File: src/rtl/adder_error_monitor.sv
// Error monitor for an approximate adder: recomputes the exact sum of each accepted
// sample and gathers error count, error-distance sum and maximum over one window.
module adder_error_monitor #(
  parameter int WIDTH  = 16,
  parameter int CNT_W  = 32,
  parameter int ACC_W  = 40,
  parameter int WINDOW = 1024
) (
  input  logic              clk,
  input  logic              rst,
  input  logic              start,
  input  logic              in_valid,
  output logic              in_ready,
  input  logic [WIDTH-1:0]  in_a,
  input  logic [WIDTH-1:0]  in_b,
  input  logic [WIDTH-1:0]  in_y,
  input  logic              in_cout,
  output logic              busy,
  output logic              done,
  output logic [CNT_W-1:0]  sample_count,
  output logic [CNT_W-1:0]  err_count,
  output logic [ACC_W-1:0]  err_sum,
  output logic [WIDTH:0]    err_max
);

  // state | meaning
  // IDLE  | stats held, waiting for start
  // RUN   | accepting samples until WINDOW transfers
  // DRAIN | two cycles letting the last sample reach the stats
  // DONE  | one-cycle done pulse
  typedef enum logic [1:0] {S_IDLE, S_RUN, S_DRAIN, S_DONE} state_t;

  localparam logic [CNT_W-1:0] WIN = CNT_W'(WINDOW);

  state_t           state, state_nxt;
  logic [WIDTH:0]   exact, approx, ed, s1_ed;
  logic             s1_vld;
  logic             drain_cnt;
  logic             xfer, last_xfer;
  logic [ACC_W:0]   sum_ext;

  assign exact  = {1'b0, in_a} + {1'b0, in_b};
  assign approx = {in_cout, in_y};
  // Subtract the smaller from the larger so the distance never wraps.
  assign ed     = (exact >= approx) ? (exact - approx) : (approx - exact);

  assign in_ready  = (state == S_RUN) && (sample_count < WIN);
  assign xfer      = in_valid && in_ready;
  assign last_xfer = xfer && (sample_count == WIN - CNT_W'(1));
  assign busy      = (state == S_RUN) || (state == S_DRAIN);
  assign done      = (state == S_DONE);
  assign sum_ext   = {1'b0, err_sum} + (ACC_W+1)'(s1_ed);

  always_comb begin
    state_nxt = state;
    case (state)
      S_IDLE:  if (start) state_nxt = S_RUN;
      S_RUN:   if (last_xfer) state_nxt = S_DRAIN;
      S_DRAIN: if (drain_cnt) state_nxt = S_DONE;
      S_DONE:  state_nxt = S_IDLE;
      default: state_nxt = S_IDLE;
    endcase
  end

  always_ff @(posedge clk) begin
    if (rst) begin
      state        <= S_IDLE;
      s1_vld       <= 1'b0;
      s1_ed        <= '0;
      drain_cnt    <= 1'b0;
      sample_count <= '0;
      err_count    <= '0;
      err_sum      <= '0;
      err_max      <= '0;
    end else begin
      state     <= state_nxt;
      s1_vld    <= xfer;
      drain_cnt <= (state == S_DRAIN) ? ~drain_cnt : 1'b0;
      if (xfer) s1_ed <= ed;
      if (state == S_IDLE && start) begin
        sample_count <= '0;
        err_count    <= '0;
        err_sum      <= '0;
        err_max      <= '0;
      end else begin
        if (xfer) sample_count <= sample_count + CNT_W'(1);
        if (s1_vld) begin
          err_count <= err_count + CNT_W'(s1_ed != '0);
          err_sum   <= sum_ext[ACC_W] ? '1 : sum_ext[ACC_W-1:0];
          if (s1_ed > err_max) err_max <= s1_ed;
        end
      end
    end
  end

endmodule
File: config.mk
export PLATFORM = sky130hd
export DESIGN_NAME = adder_error_monitor
export DESIGN_NICKNAME = d
export VERILOG_FILES = /design/src/rtl/adder_error_monitor.sv
export SDC_FILE = /design/constraint.sdc
export NUM_CORES = 1
export LEC_CHECK = 0
export ABC_AREA = 0
export BUFFER_PORTS_ARGS = -buffer_cell sky130_fd_sc_hd__buf_4
export CORE_MARGIN = 5
export CORE_UTILIZATION = 51
export DETAILED_ROUTE_END_ITERATION = 8
export GPL_TIMING_DRIVEN = 0
export PLACE_DENSITY_LB_ADDON = 0.1
export SLEW_MARGIN = 0
export SYNTH_ARGS = -nofsm -noshare
export SYNTH_HDL_FRONTEND = slang
export SYNTH_SLANG_ARGS = --single-unit
File: constraint.sdc
create_clock -name clk -period 4.5 [get_ports clk]
set_clock_uncertainty 0.1 [all_clocks]
set_input_delay 0.225 -clock clk [delete_from_list [all_inputs] [get_ports clk]]
set_output_delay 0.225 -clock clk [all_outputs]
set_load 0.01 [all_outputs]
# [Yosys cells after proc, flatten, opt, wreduce, memory -nomap -nowiden]
# Index checks and enable logic that the tools add are counted.
[word_totals] word_cells=43 out_inout_bits=124 mem_count=0 ram_bits=0 ff_bits=142 rom_bits=0 latch_bits=0
[op_classes] reduce_logical=11 n_lt_le_gt_ge=3 bitwise_logic=2 eq_ne=7 n_shift=0 addsub=6 mux=6 div=0 multipliers=0
[op_table] op="40-bit by 17-bit adder with 41-bit output" n=1
[op_table] op="40-bit two-way mux" n=1
[op_table] op="17-bit subtractor" n=2
[op_table] op="32-bit by 1-bit adder with 32-bit output" n=1
[op_table] op="32-bit by 1-bit adder with 32-bit output (second input constant)" n=1
[op_table] op="32-bit by 10-bit equality test with 1-bit output (second input constant)" n=1
[op_table] op="32-bit by 11-bit less-than comparator with 1-bit output (second input constant)" n=1
[op_table] op="16-bit by 16-bit adder with 17-bit output" n=1
[op_table] op="17-bit >= comparator" n=1
[op_table] op="17-bit > comparator" n=1
[op_table] op="17-bit two-way mux" n=1
[op_table] op="17-bit nonzero test" n=1
[op_table] op="2-bit case mux with 4 select lines" n=1
[op_table] op="2-bit two-way mux" n=3
[op_table] op="2-bit inequality test (second input constant)" n=3
[op_table] op="2-bit equality test (second input constant)" n=2
[op_table] op="1-bit logical AND" n=4
[op_table] op="2-bit OR reduction" n=2
[op_table] op="3-bit AND reduction" n=1
[op_table] op="2-bit by 1-bit equality test with 1-bit output (second input constant)" n=1
[op_table] op="2-bit zero test" n=1
[op_table] op="1-bit NOT" n=2
[op_table] op="2-bit AND reduction" n=1
[op_table] op="1-bit logical OR" n=1

# [Longest topological paths before layout]
# Gate-level depths: netlist of run 1.
[logic_depth] ltp_word=6 depth_mapped=23 depth_no_buf=21

# [Worst setup path before layout of run 1]
# No wires, ideal clock.
[synth_timing] path_kind="input to register" start="input in_a[0]" end="register s1_ed[16]" arrival_ns=4.335 required_ns=4.282 setup_ns=0.118 cell_stages=22 path_buffers=1 slack_ns=-0.053 cell_sequence="ha_1 -> fa_1 -> a21o_1 -> a21oi_1 -> nand2b_1 -> a21boi_0 -> a21oi_1 -> o21ai_0 -> o21a_1 -> a31o_2 -> xor2_1 -> ha_1 -> buf_2 -> nand4_2 -> nor2_1 -> a221o_1 -> a21o_2 -> nor4_4 -> a21oi_2 -> a221oi_2 -> xor2_1 -> o21ai_1"
[synth_between] elab_chain_cells=3 elab_cells_between_ends=5 classes_between="add/sub (3); order compare (1); mux (1)"
[synth_lines] item="from (decl)" line="14" rtl="input logic [WIDTH-1:0] in_a,"
[synth_lines] item="16-bit by 16-bit adder with 17-bit output *" line="42" rtl="assign exact = {1'b0, in_a} + {1'b0, in_b};"
[synth_lines] item="17-bit subtractor / 17-bit >= comparator (equally long branches)" line="45" rtl="assign ed = (exact >= approx) ? (exact - approx) : (approx - exact);"
[synth_lines] item="17-bit two-way mux *" line="45"
[synth_lines] item="to (signal assigned)" line="69" rtl="s1_ed <= '0;"
[synth_lines] item="to (signal assigned)" line="79" rtl="if (xfer) s1_ed <= ed;"
[synth_lines] item="to (decl)" line="36" rtl="logic [WIDTH:0] exact, approx, ed, s1_ed;"
# Every way passes the cells marked *; elsewhere a longest branch is shown, timed or not.
# A chain may end at the register's enable or synchronous reset.

# [Worst setup path after layout of run 1]
[layout_timing] start="input in_b[0]" end="register s1_ed[5]"
[layout_between] elab_chain_cells=3 elab_cells_between_ends=5 classes_between="add/sub (3); order compare (1); mux (1)"
[layout_lines] item="from (decl)" line="15" rtl="input logic [WIDTH-1:0] in_b,"
[layout_lines] item="16-bit by 16-bit adder with 17-bit output *" line="42"
[layout_lines] item="17-bit subtractor / 17-bit >= comparator (equally long branches)" line="45"
[layout_lines] item="17-bit two-way mux *" line="45"
# Marks and branches as above.

==> flow_metrics.py, run 1 <==
metrics = {
    "cells_and_area": {
        "antenna_cells": 0,
        "final_common_cell": "buf_4",
        "nets": 1410,
        "final_cell_mix": "193 x buf_4, 142 x dfxtp_1, 98 x nor2_1, 90 x ha_1, 73 x inv_1",
        "drive_gt1_frac": 0.2337,
        "fin_cells": 1500,
        "area_growth_syn_to_layout_pct": 28.87,
        "fin_util": 0.6691,
        "fill_cells": 1514,
    },
    "synth": {
        "synthAdderAreaFrac": 0.1357,
        "postSynthAreaPerCell_sq_um": 8.553,
        "postSynth.asyncResetShare": 0,
        "muxShareOfSynthArea": 0.03037,
        "yosys_warnings": 0,
        "synth_top_family_by_area": "simple AND/OR/NAND/NOR gates",
        "synth_cells": 1050,
        "synth.net_count": 1198,
        "synth_xor_area_frac": 0.08777,
        "ys_seq_elements": 142,
        "synth_compound_area_frac": 0.1817,
        "yosysSeqAreaShare": 0.3165,
        "synthFlopType": "dfxtp_1",
        "yosys.area_share.simple": 0.1992,
        "synth_edf_count": 0,
        "yosysUniqueCellTypes": 72,
        "netlist_area_sq_um": 8981,
    },
    "clock_network": {
        "cts_buffers": 17,
        "clockBufferDepth": 2,
        "clockRootBuffer": "clkbuf_16",
        "clk-insertion-delay-late_ns": 0.42,
        "htree_num_levels": 4,
        "clk_pin_slew_ns": 0.06,
        "cts.sinks": 142,
        "cts_tree": "done",
    },
    "floorplanning": {
        "die_x_um": 142.7,
        "die_y_um": 142.7,
        "rows": 48,
        "io_pins": 177,
        "start_util": 0.5192,
        "die-area_sq_um": 20360,
        "coreArea_sq_um": 17300,
    },
    "setup_path": {
        "r2r-start": "s1_ed[0]",
        "critPathMaxFanout": 8,
        "slowest_stage": "o311a_1",
        "required_ns": 4.69,
        "crit_family": "compound AO/OA/AOI/OAI gates",
        "r2r_end": "err_sum[34]",
        "cp-start-kind": "input port",
        "regToRegSetupSlack_ns": 0.67,
        "worst-setup-path-type": "input port to register",
        "cp_cell_sequence": "buf_6, ha_4, fa_2, a21o_1, a21oi_2, nand2b_4, a21boi_4, a21oi_2, o21ai_2, o21a_1, a31o_4, xor2_2, ha_1, buf_6, a21o_1, a221o_1, buf_6, a21oi_4, nand2_4, o311a_1, or3_1, nand3_2, a21oi_2",
        "crit_arrival_ns": 4.61,
        "path_buf_inv": 3,
        "cpPeakStageDelay_ns": 0.37,
        "rr_worst_depth": 13,
        "endpoint_kind": "register",
    },
    "placed_design": {
        "dp_cells": 1450,
        "portBuffers": 175,
        "hpwl_mm": 17.88,
        "routabilityCongestion": 0.8883,
        "pre_cts_ws_ns": -0.7811,
    },
    "grt": {
        "antenna_found_initial": 0,
        "grt_max_degree": 17,
        "grt_pass1_wl_mm": 38.14,
        "overflow": 0,
        "first_global_vias": 7972,
        "grt_usage": 0.2261,
    },
    "routing": {
        "wire_per_inst_um": 15.69,
        "routed_via_density": 5.529,
        "drtPass1Iterations": 5,
        "vias": 8293,
        "met2WireLength_mm": 11.14,
        "drt_iter0_drc": 491,
        "top_layer": "met4",
        "wl_met3_mm": 1.407,
        "drc": 0,
        "totalWireLength_mm": 23.54,
        "ant_nets": 0,
        "wl_met1_mm": 10.53,
    },
    "power_and_ir_drop": {
        "leakagePower_uw": 0.005165,
        "peakVddDrop_mv": 0.3201,
        "power_density_nw_per_um2": 392.7,
    },
    "timing": {
        "fin_tns_setup_ns": 0,
        "max_freq_mhz": 226.5,
        "worst_pin_slew_ns": 0.6748,
        "relSlewSlack": 0.5501,
        "rsz0062_at_grt": "true",
        "setup_viol": 0,
        "layout_setup_ws_ns": 0.08535,
        "maxSlewViolCount": 0,
        "min_period_ns": 4.415,
        "fin_crit_sh": 0.9810,
        "final-hold-violation-count": 0,
    },
    "run": {
        "max-cap-violations": 0,
    },
    "worst_hold_path": {
        "worst_hold_path_type": "input port to register",
        "min_path_cells": 4,
        "min_to": "s1_ed[0]",
        "holdCritStartpoint": "in_y[0]",
    },
    "run_status": {
        "status": "finished clean",
    },
}
-- metrics by stage --
stage,cell area (sq um),hold WS (ns),power [uW]
global route,11570,0.1980,4808
floorplan,8991,0.2983,2487
finish,11570,0.1670,4545
global placement,10590,0.3150,2871
CTS,11350,0.1525,4489
detailed placement,10590,0.3149,2891
-- cell type report --
type | instances | area [sq um] | share of cell area
Inverter | 73 | 274.0 | 0.02368
Timing Repair Buffer | 193 | 1460 | 0.1262
Multi-Input combinational cell | 798 | 5898 | 0.5096
Clock inverter | 12 | 185.2 | 0.01600
Sequential cell | 142 | 2843 | 0.2456
Buffer | 37 | 175.2 | 0.01514
Tap cell | 225 | 281.5 | 0.02432
Clock buffer | 20 | 456.7 | 0.03946
-- synth_stat cells (all sizes together), types with 8 or more instances --
cell / n / area (sq um)
a211oi: 14 / 110.1
a21o: 34 / 256.5
a21oi: 86 / 471.7
and2: 29 / 181.4
and3: 17 / 106.4
buf: 14 / 77.57
clkbuf: 23 / 86.33
dfxtp: 142 / 2843
ha: 91 / 1139
inv: 73 / 274.0
mux2i: 25 / 250.2
nand2: 45 / 171.4
nand2b: 8 / 50.05
nand3: 30 / 150.1
nand4: 20 / 137.6
nor2: 100 / 382.9
nor2b: 9 / 56.30
nor3: 18 / 90.09
nor4: 16 / 121.4
o21a: 16 / 121.4
o21ai: 61 / 309.0
or3: 12 / 75.07
xnor2: 48 / 420.4
xor2: 42 / 367.9
-- worst reg2reg max path, stage by stage (launching register included) --
cell	delay (ns)
dfxtp_1	0.49
ha_1	0.23
inv_1	0.05
fa_1	0.39
and2b_1	0.21
o21ai_1	0.09
a21oi_2	0.26
o2111ai_2	0.19
a31o_1	0.21
o21ai_0	0.53
nand3_1	0.27
buf_2	0.26
buf_1	0.27
a21oi_1	0.21
-- power by group --
part           internal [uW]  total, uW  leakage [uW]  switching, uW
registers               1320       1420       0.00115           95.8
clock network            963       1530      0.000311            567
logic                    699       1600       0.00371            899
total                   2980       4550       0.00517           1560
-- cell families (layout without fill, tap and decap cells) --
kind of cell             Yosys count  after routing
AND/OR/NAND/NOR                  334            334
flip-flops                       142            142
AO/OA/AOI/OAI                    252            252
adder cells (fa/ha/maj)           95             95
buffers and inverters            110            335
XOR/XNOR                          90             90
multiplexers                      27             27
-- what timing repair did --
item | CTS | global route
hold buffers | 0 | 0
endpoints found under the setup margin | 14 | 15
setup buffers | 7 | 11
pin swaps | 8 | 29
resized for setup | 18 | 32
-- layer usage --
metal,up-vias,track usage
li1,4129,-
met1,3901,0.2969
met2,225,0.3786
met3,38,0.04421
met4,0,0.06503
met5,-,0
-- how the worst max path moves through the flow --
stage | start | to | cells after the start
floorplan | in_a[0] | s1_ed[14] | 22
global placement | in_a[0] | s1_ed[14] | 23
detailed placement | in_a[0] | s1_ed[14] | 23
CTS | in_a[0] | s1_ed[5] | 23
global route | in_a[1] | s1_ed[5] | 23
finish | in_b[0] | s1_ed[5] | 23
-- registers in the layout, indices dropped and copies added (netlist names) --
register and flops:
state 2, err_sum 40, s1_ed 17, err_max 17
sample_count 32, drain_cnt 1, err_count 32, s1_vld 1
Power figures use the tool's default switching activity.
==> run 2, diff against run 1 <==
--- a/config.mk
+++ b/config.mk
@@ -10,7 +10,7 @@
 export CORE_MARGIN = 5
 export CORE_UTILIZATION = 51
 export DETAILED_ROUTE_END_ITERATION = 8
-export GPL_TIMING_DRIVEN = 0
+export GPL_TIMING_DRIVEN = 1
 export PLACE_DENSITY_LB_ADDON = 0.1
 export SLEW_MARGIN = 0
 export SYNTH_ARGS = -nofsm -noshare
==> constraint.sdc (replaced) <==
create_clock -name clk -period 4.5 [get_ports clk]
set_clock_uncertainty 0.1 [all_clocks]
set_input_delay 0.675 -clock clk [delete_from_list [all_inputs] [get_ports clk]]
set_output_delay 0.675 -clock clk [all_outputs]
set_load 0.01 [all_outputs]
==> run 2 against run 1 <==
- via count fell by 0.69%
- utilization grew 1.6 points
- register-to-register slack better by 0.31 ns
- critical path depth down 1
- sequential cell count did not move
- power rose by 0.32%
- combinational power rose by 4%
- global-route usage shrank 0.59 points
- largest cell class unchanged
==> flow_metrics.py, run 2 (synthesized netlist as in run 1, its figures left out) <==
metrics = {
    "floorplanning": {
        "die_x_um": 142.7,
        "io_pins": 177,
        "die_y_um": 142.7,
        "coreArea_sq_um": 17300,
        "rows": 48,
        "die-area_sq_um": 20360,
        "start_util": 0.5192,
    },
    "setup_path": {
        "critPathMaxFanout": 4,
        "cpPeakStageDelay_ns": 0.41,
        "endpoint_kind": "register",
        "worst-setup-path-type": "input port to register",
        "cp_cell_sequence": "buf_6, ha_4, fa_2, a21o_1, a21oi_2, nand2b_4, a21boi_4, a21oi_4, o21ai_2, o21a_1, a31o_4, xor2_2, ha_4, nand4_4, nor2_4, a221o_1, a21o_4, nor4_4, a21oi_4, a221oi_2, xor2_1, o21ai_1",
        "required_ns": 4.70,
        "regToRegSetupSlack_ns": 0.98,
        "slowest_stage": "a221o_1",
        "crit_arrival_ns": 4.65,
        "cp-start-kind": "input port",
    },
    "routing": {
        "routed_via_density": 5.422,
        "ant_nets": 0,
        "wire_per_inst_um": 15.05,
        "drtPass1Iterations": 5,
        "drt_iter0_drc": 316,
        "wl_met3_mm": 1.401,
        "met2WireLength_mm": 10.84,
        "drc": 0,
        "wl_met1_mm": 10.39,
        "vias": 8236,
        "top_layer": "met4",
        "totalWireLength_mm": 22.86,
    },
    "cells_and_area": {
        "area_growth_syn_to_layout_pct": 31.97,
        "final_cell_mix": "244 x buf_4, 142 x dfxtp_1, 97 x nor2_1, 88 x ha_1, 73 x inv_1",
        "nets": 1430,
        "final_common_cell": "buf_4",
        "largest-register": "err_sum",
        "antenna_cells": 0,
        "drive_gt1_frac": 0.2674,
        "biggestRegsByFlops": "err_sum: 40 flops, err_count: 32 flops, sample_count: 32 flops",
        "design_area_sq_um": 11850,
        "largest_reg_flops": 40,
    },
    "placed_design": {
        "post_dp_cell_area_sq_um": 11000,
        "routabilityCongestion": 0.8867,
        "hpwl_mm": 17.09,
        "portBuffers": 176,
    },
    "power_and_ir_drop": {
        "peakVddDrop_mv": 0.2947,
        "power_density_nw_per_um2": 384.7,
        "leakagePower_uw": 0.005361,
    },
    "clock_network": {
        "clockRootBuffer": "clkbuf_16",
        "ctsHoldBuffers": 0,
        "htree_num_levels": 4,
        "cts.sinks": 142,
        "cts_tree": "done",
        "clk_pin_slew_ns": 0.06,
        "clockBufferDepth": 2,
        "cts_buffers": 17,
        "clk-insertion-delay-late_ns": 0.43,
    },
    "timing": {
        "max_freq_mhz": 225.0,
        "fin_crit_sh": 0.9877,
        "relSlewSlack": 0.3730,
        "final-hold-violation-count": 0,
        "worst_pin_slew_ns": 0.9406,
        "hold_ws_ns": 0.3294,
        "maxSlewViolCount": 0,
        "rsz0062_at_grt": "true",
        "setup_viol": 0,
        "min_period_ns": 4.445,
    },
    "grt": {
        "first_global_vias": 7881,
        "grt_max_degree": 45,
        "antenna_found_initial": 0,
        "overflow": 0,
        "grt_usage": 0.2202,
        "grt_pass1_wl_mm": 37.09,
    },
    "worst_hold_path": {
        "worst_hold_path_type": "register to register",
    },
    "run_status": {
        "status": "finished clean",
    },
    "run": {
        "max-cap-violations": 0,
    },
}
-- run 2: metal layers --
layer / up-vias / GRT usage
met5: - / 0
met1: 3849 / 0.2835
met4: 0 / 0.05803
met3: 20 / 0.05258
li1: 4173 / -
met2: 194 / 0.3709
-- run 2: final timing paths --
| kind | startpoint | endpoint | cells after the start |
|---|---|---|---|
| max | in_a[0] | s1_ed[10] | 22 |
| min | drain_cnt | drain_cnt | 1 |
| max reg2reg | s1_ed[0] | err_sum[5] | 11 |
| min reg2reg | drain_cnt | drain_cnt | 1 |
-- run 2: worst max-delay path: cells and delay by family --
family                   cells  cell delay (ns)
AO/OA/AOI/OAI               12             2.15
adder cells (fa/ha/maj)      3             0.74
AND/OR/NAND/NOR              4             0.62
XOR/XNOR                     2             0.34
buffers and inverters        1             0.10
-- run 2: layout make-up --
cell class	count	area, sq um
Fill cell	1503	5444
Multi-Input combinational cell	799	5939
Tap cell	225	281.5
Timing Repair Buffer	249	1897
Clock inverter	13	188.9
Sequential cell	142	2843
Clock buffer	18	429.2
Inverter	73	274.0
-- run 2: timing repair --
action | in CTS | in global routing
gates cloned | 1 | 0
buffers inserted | 4 | 4
pin swaps | 7 | 25
resized for setup | 15 | 22
setup endpoints to repair | 12 | 16
-- run 2: through the flow --
step | TNS (ns) | utilization | worst slack, ns | total power, uW | cells
6_report | 0 | 0.6853 | 0.05541 | 4560 | 1519
5_1_grt | -0.6018 | 0.6853 | -0.1372 | 4832 | 1519
2_1_floorplan | -1.355 | - | -0.2311 | 2513 | 1050
4_1_cts | -0.02739 | 0.6770 | -0.01648 | 4546 | 1515
3_3_place_gp | -6.543 | 0.6359 | -0.5113 | 2999 | 1479
3_5_place_dp | -7.675 | 0.6359 | -0.5767 | 3026 | 1479
-- run 2: where the power goes --
group / internal [uW] / leakage, uW / switching (uW)
combinational: 776 / 0.00392 / 887
sequential: 1320 / 0.00115 / 86.0
clock: 928 / 0.000297 / 562
==> run 3, diff against run 2 <==
--- a/config.mk
+++ b/config.mk
@@ -8,10 +8,10 @@
 export ABC_AREA = 0
 export BUFFER_PORTS_ARGS = -buffer_cell sky130_fd_sc_hd__buf_4
 export CORE_MARGIN = 5
-export CORE_UTILIZATION = 51
+export CORE_UTILIZATION = 50
 export DETAILED_ROUTE_END_ITERATION = 8
 export GPL_TIMING_DRIVEN = 1
-export PLACE_DENSITY_LB_ADDON = 0.1
+export PLACE_DENSITY = 0.87
 export SLEW_MARGIN = 0
 export SYNTH_ARGS = -nofsm -noshare
 export SYNTH_HDL_FRONTEND = slang
==> run 3 against run 2 <==
- the flow now finishes with violations (setup timing)
- sequential cell count is the same
- utilization shrank 2.3 points
- worst setup slack lost 0.10 ns
- sequential power is essentially flat
- clock power is essentially flat
- critical endpoint is now s1_ed[5]
- die area grew 1.9%
==> flow_metrics.py, run 3 (synthesized netlist as in run 1, its figures left out) <==
metrics = {
    "placed_design": {
        "routabilityCongestion": 0.9582,
        "hpwl_mm": 17.66,
        "dp_cells": 1476,
        "portBuffers": 176,
    },
    "floorplanning": {
        "io_pins": 177,
        "die_x_um": 144.0,
        "die-area_sq_um": 20740,
        "rows": 49,
        "start_util": 0.5034,
        "coreArea_sq_um": 17840,
        "die_y_um": 144.0,
    },
    "clock_network": {
        "cts.sinks": 142,
        "clockRootBuffer": "clkbuf_16",
        "clk_pin_slew_ns": 0.06,
        "clockBufferDepth": 2,
        "htree_num_levels": 4,
        "cts_tree": "done",
        "clk-insertion-delay-late_ns": 0.41,
        "cts_buffers": 17,
    },
    "cells_and_area": {
        "biggestRegsByFlops": "err_sum: 40 flops, err_count: 32 flops, sample_count: 32 flops",
        "drive_gt1_frac": 0.2649,
        "nets": 1431,
        "area_growth_syn_to_layout_pct": 31.60,
        "largest-register": "err_sum",
        "largest_reg_flops": 40,
        "final_cell_mix": "244 x buf_4, 142 x dfxtp_1, 97 x nor2_1, 89 x ha_1, 73 x inv_1",
        "fin_cells": 1524,
        "antenna_cells": 0,
        "final_common_cell": "buf_4",
    },
    "routing": {
        "drc": 0,
        "met2WireLength_mm": 11.67,
        "routed_via_density": 5.507,
        "vias": 8392,
        "drt_iter0_drc": 468,
        "totalWireLength_mm": 23.61,
        "wl_met3_mm": 1.398,
        "wire_per_inst_um": 15.49,
        "drtPass1Iterations": 5,
        "wl_met1_mm": 10.14,
        "top_layer": "met4",
        "ant_nets": 0,
    },
    "setup_path": {
        "regToRegSetupSlack_ns": 0.74,
        "required_ns": 4.69,
        "cpPeakStageDelay_ns": 0.37,
        "slowest_stage": "a221o_1",
        "worst-setup-path-type": "input port to register",
        "cp-start-kind": "input port",
        "endpoint_kind": "register",
        "cp_cell_sequence": "buf_6, ha_4, fa_2, a21o_1, a21oi_2, nand2b_4, a21boi_2, a21oi_2, o21ai_2, o21a_1, a31o_4, xor2_1, ha_1, a21o_1, a221o_1, a21oi_4, nand2_4, mux2_4, or3_1, nand3_1, a21oi_1",
        "cp-startpoint": "in_a[0]",
        "r2r_end": "err_sum[23]",
        "critPathMaxFanout": 5,
        "r2r-start": "s1_ed[0]",
        "rr_worst_depth": 13,
        "crit_arrival_ns": 4.74,
    },
    "timing": {
        "layout_setup_ws_ns": -0.04714,
        "max_freq_mhz": 219.9,
        "final-hold-violation-count": 0,
        "setup_viol": 4,
        "fin_tns_setup_ns": -0.1164,
        "fin_crit_sh": 1.010,
        "rsz0062_at_grt": "true",
        "worst_pin_slew_ns": 1.061,
        "relSlewSlack": 0.2927,
        "min_period_ns": 4.547,
        "maxSlewViolCount": 0,
    },
    "grt": {
        "grt_max_degree": 55,
        "first_global_vias": 8051,
        "grt_usage": 0.2187,
        "grt_pass1_wl_mm": 37.72,
        "antenna_found_initial": 0,
        "overflow": 0,
    },
    "run": {
        "max-cap-violations": 0,
    },
    "run_status": {
        "status": "complete, but fails checks",
        "violations": "setup timing",
    },
    "worst_hold_path": {
        "min_path_cells": 1,
        "holdCritStartpoint": "drain_cnt",
        "worst_hold_path_type": "register to register",
        "min_to": "drain_cnt",
    },
    "power_and_ir_drop": {
        "power_density_nw_per_um2": 386.2,
        "peakVddDrop_mv": 0.2688,
        "leakagePower_uw": 0.005353,
    },
}
## run 3: changes by cell type in the layout (fill, tap and decap cells not counted), sizes merged
cell	previous run	this run
clkinv	5	6
clkinvlp	2	1
nor2	100	101
## run 3: critical path: cells and delay by family
kind                       cells  cell delay, ns
adders and majority gates      3            0.85
and+or+nand+nor                4            0.69
xor gates and xnor gates       1            0.14
muxes                          1            0.33
AOI/OAI and AO/OA             11            1.95
buffers and inverters          1            0.10
## run 3: how the worst max path moves through the flow
stage	to	slack, ns	cells after the start
after floorplan	s1_ed[5]	-0.23	22
after global placement	s1_ed[5]	-0.44	22
after detailed placement	s1_ed[5]	-0.57	22
after CTS	s1_ed[14]	-0.06	21
after global routing	s1_ed[14]	-0.21	21
final	s1_ed[5]	-0.05	21
## run 3: what timing repair did
action,4_1_cts,5_1_grt
gates resized for setup,13,17
pin swaps,9,21
cloned,1,1
setup endpoints to repair,11,16
hold buffers,0,0
setup buffers,9,7
## run 3: layout make-up
type,instances,area (sq um)
clock buffers,18,429.2
clock inverters,13,190.2
fillers,1376,6022
inverters,73,274.0
multi-input cells,800,5899
flip-flops and latches,142,2843
well taps,229,286.5
repair buffers,249,1897
## run 3: per-stage QoR
stage	total power (uW)	worst slack (ns)	hold slack, ns	utilization	instance area, sq um
after global routing	4801	-0.2109	0.3653	0.6625	11820
after detailed placement	3005	-0.5700	0.3099	0.6139	10950
after floorplan	2513	-0.2311	0.2983	-	9061
after CTS	4509	-0.05906	0.3452	0.6559	11700
final	4565	-0.04714	0.3510	0.6625	11820
after global placement	2959	-0.4421	0.3129	0.6139	10950
## run 3: routing by layer
layer,vias up,GRT usage
li1,4166,-
met1,3928,0.2744
met2,262,0.3895
met3,36,0.03472
met4,0,0.05897
met5,-,0
## run 3: report_power, final
group	total (uW)	internal [uW]	switching (uW)
clock network	1470	929	539
registers	1410	1320	87.2
logic	1690	779	909
total	4560	3030	1540
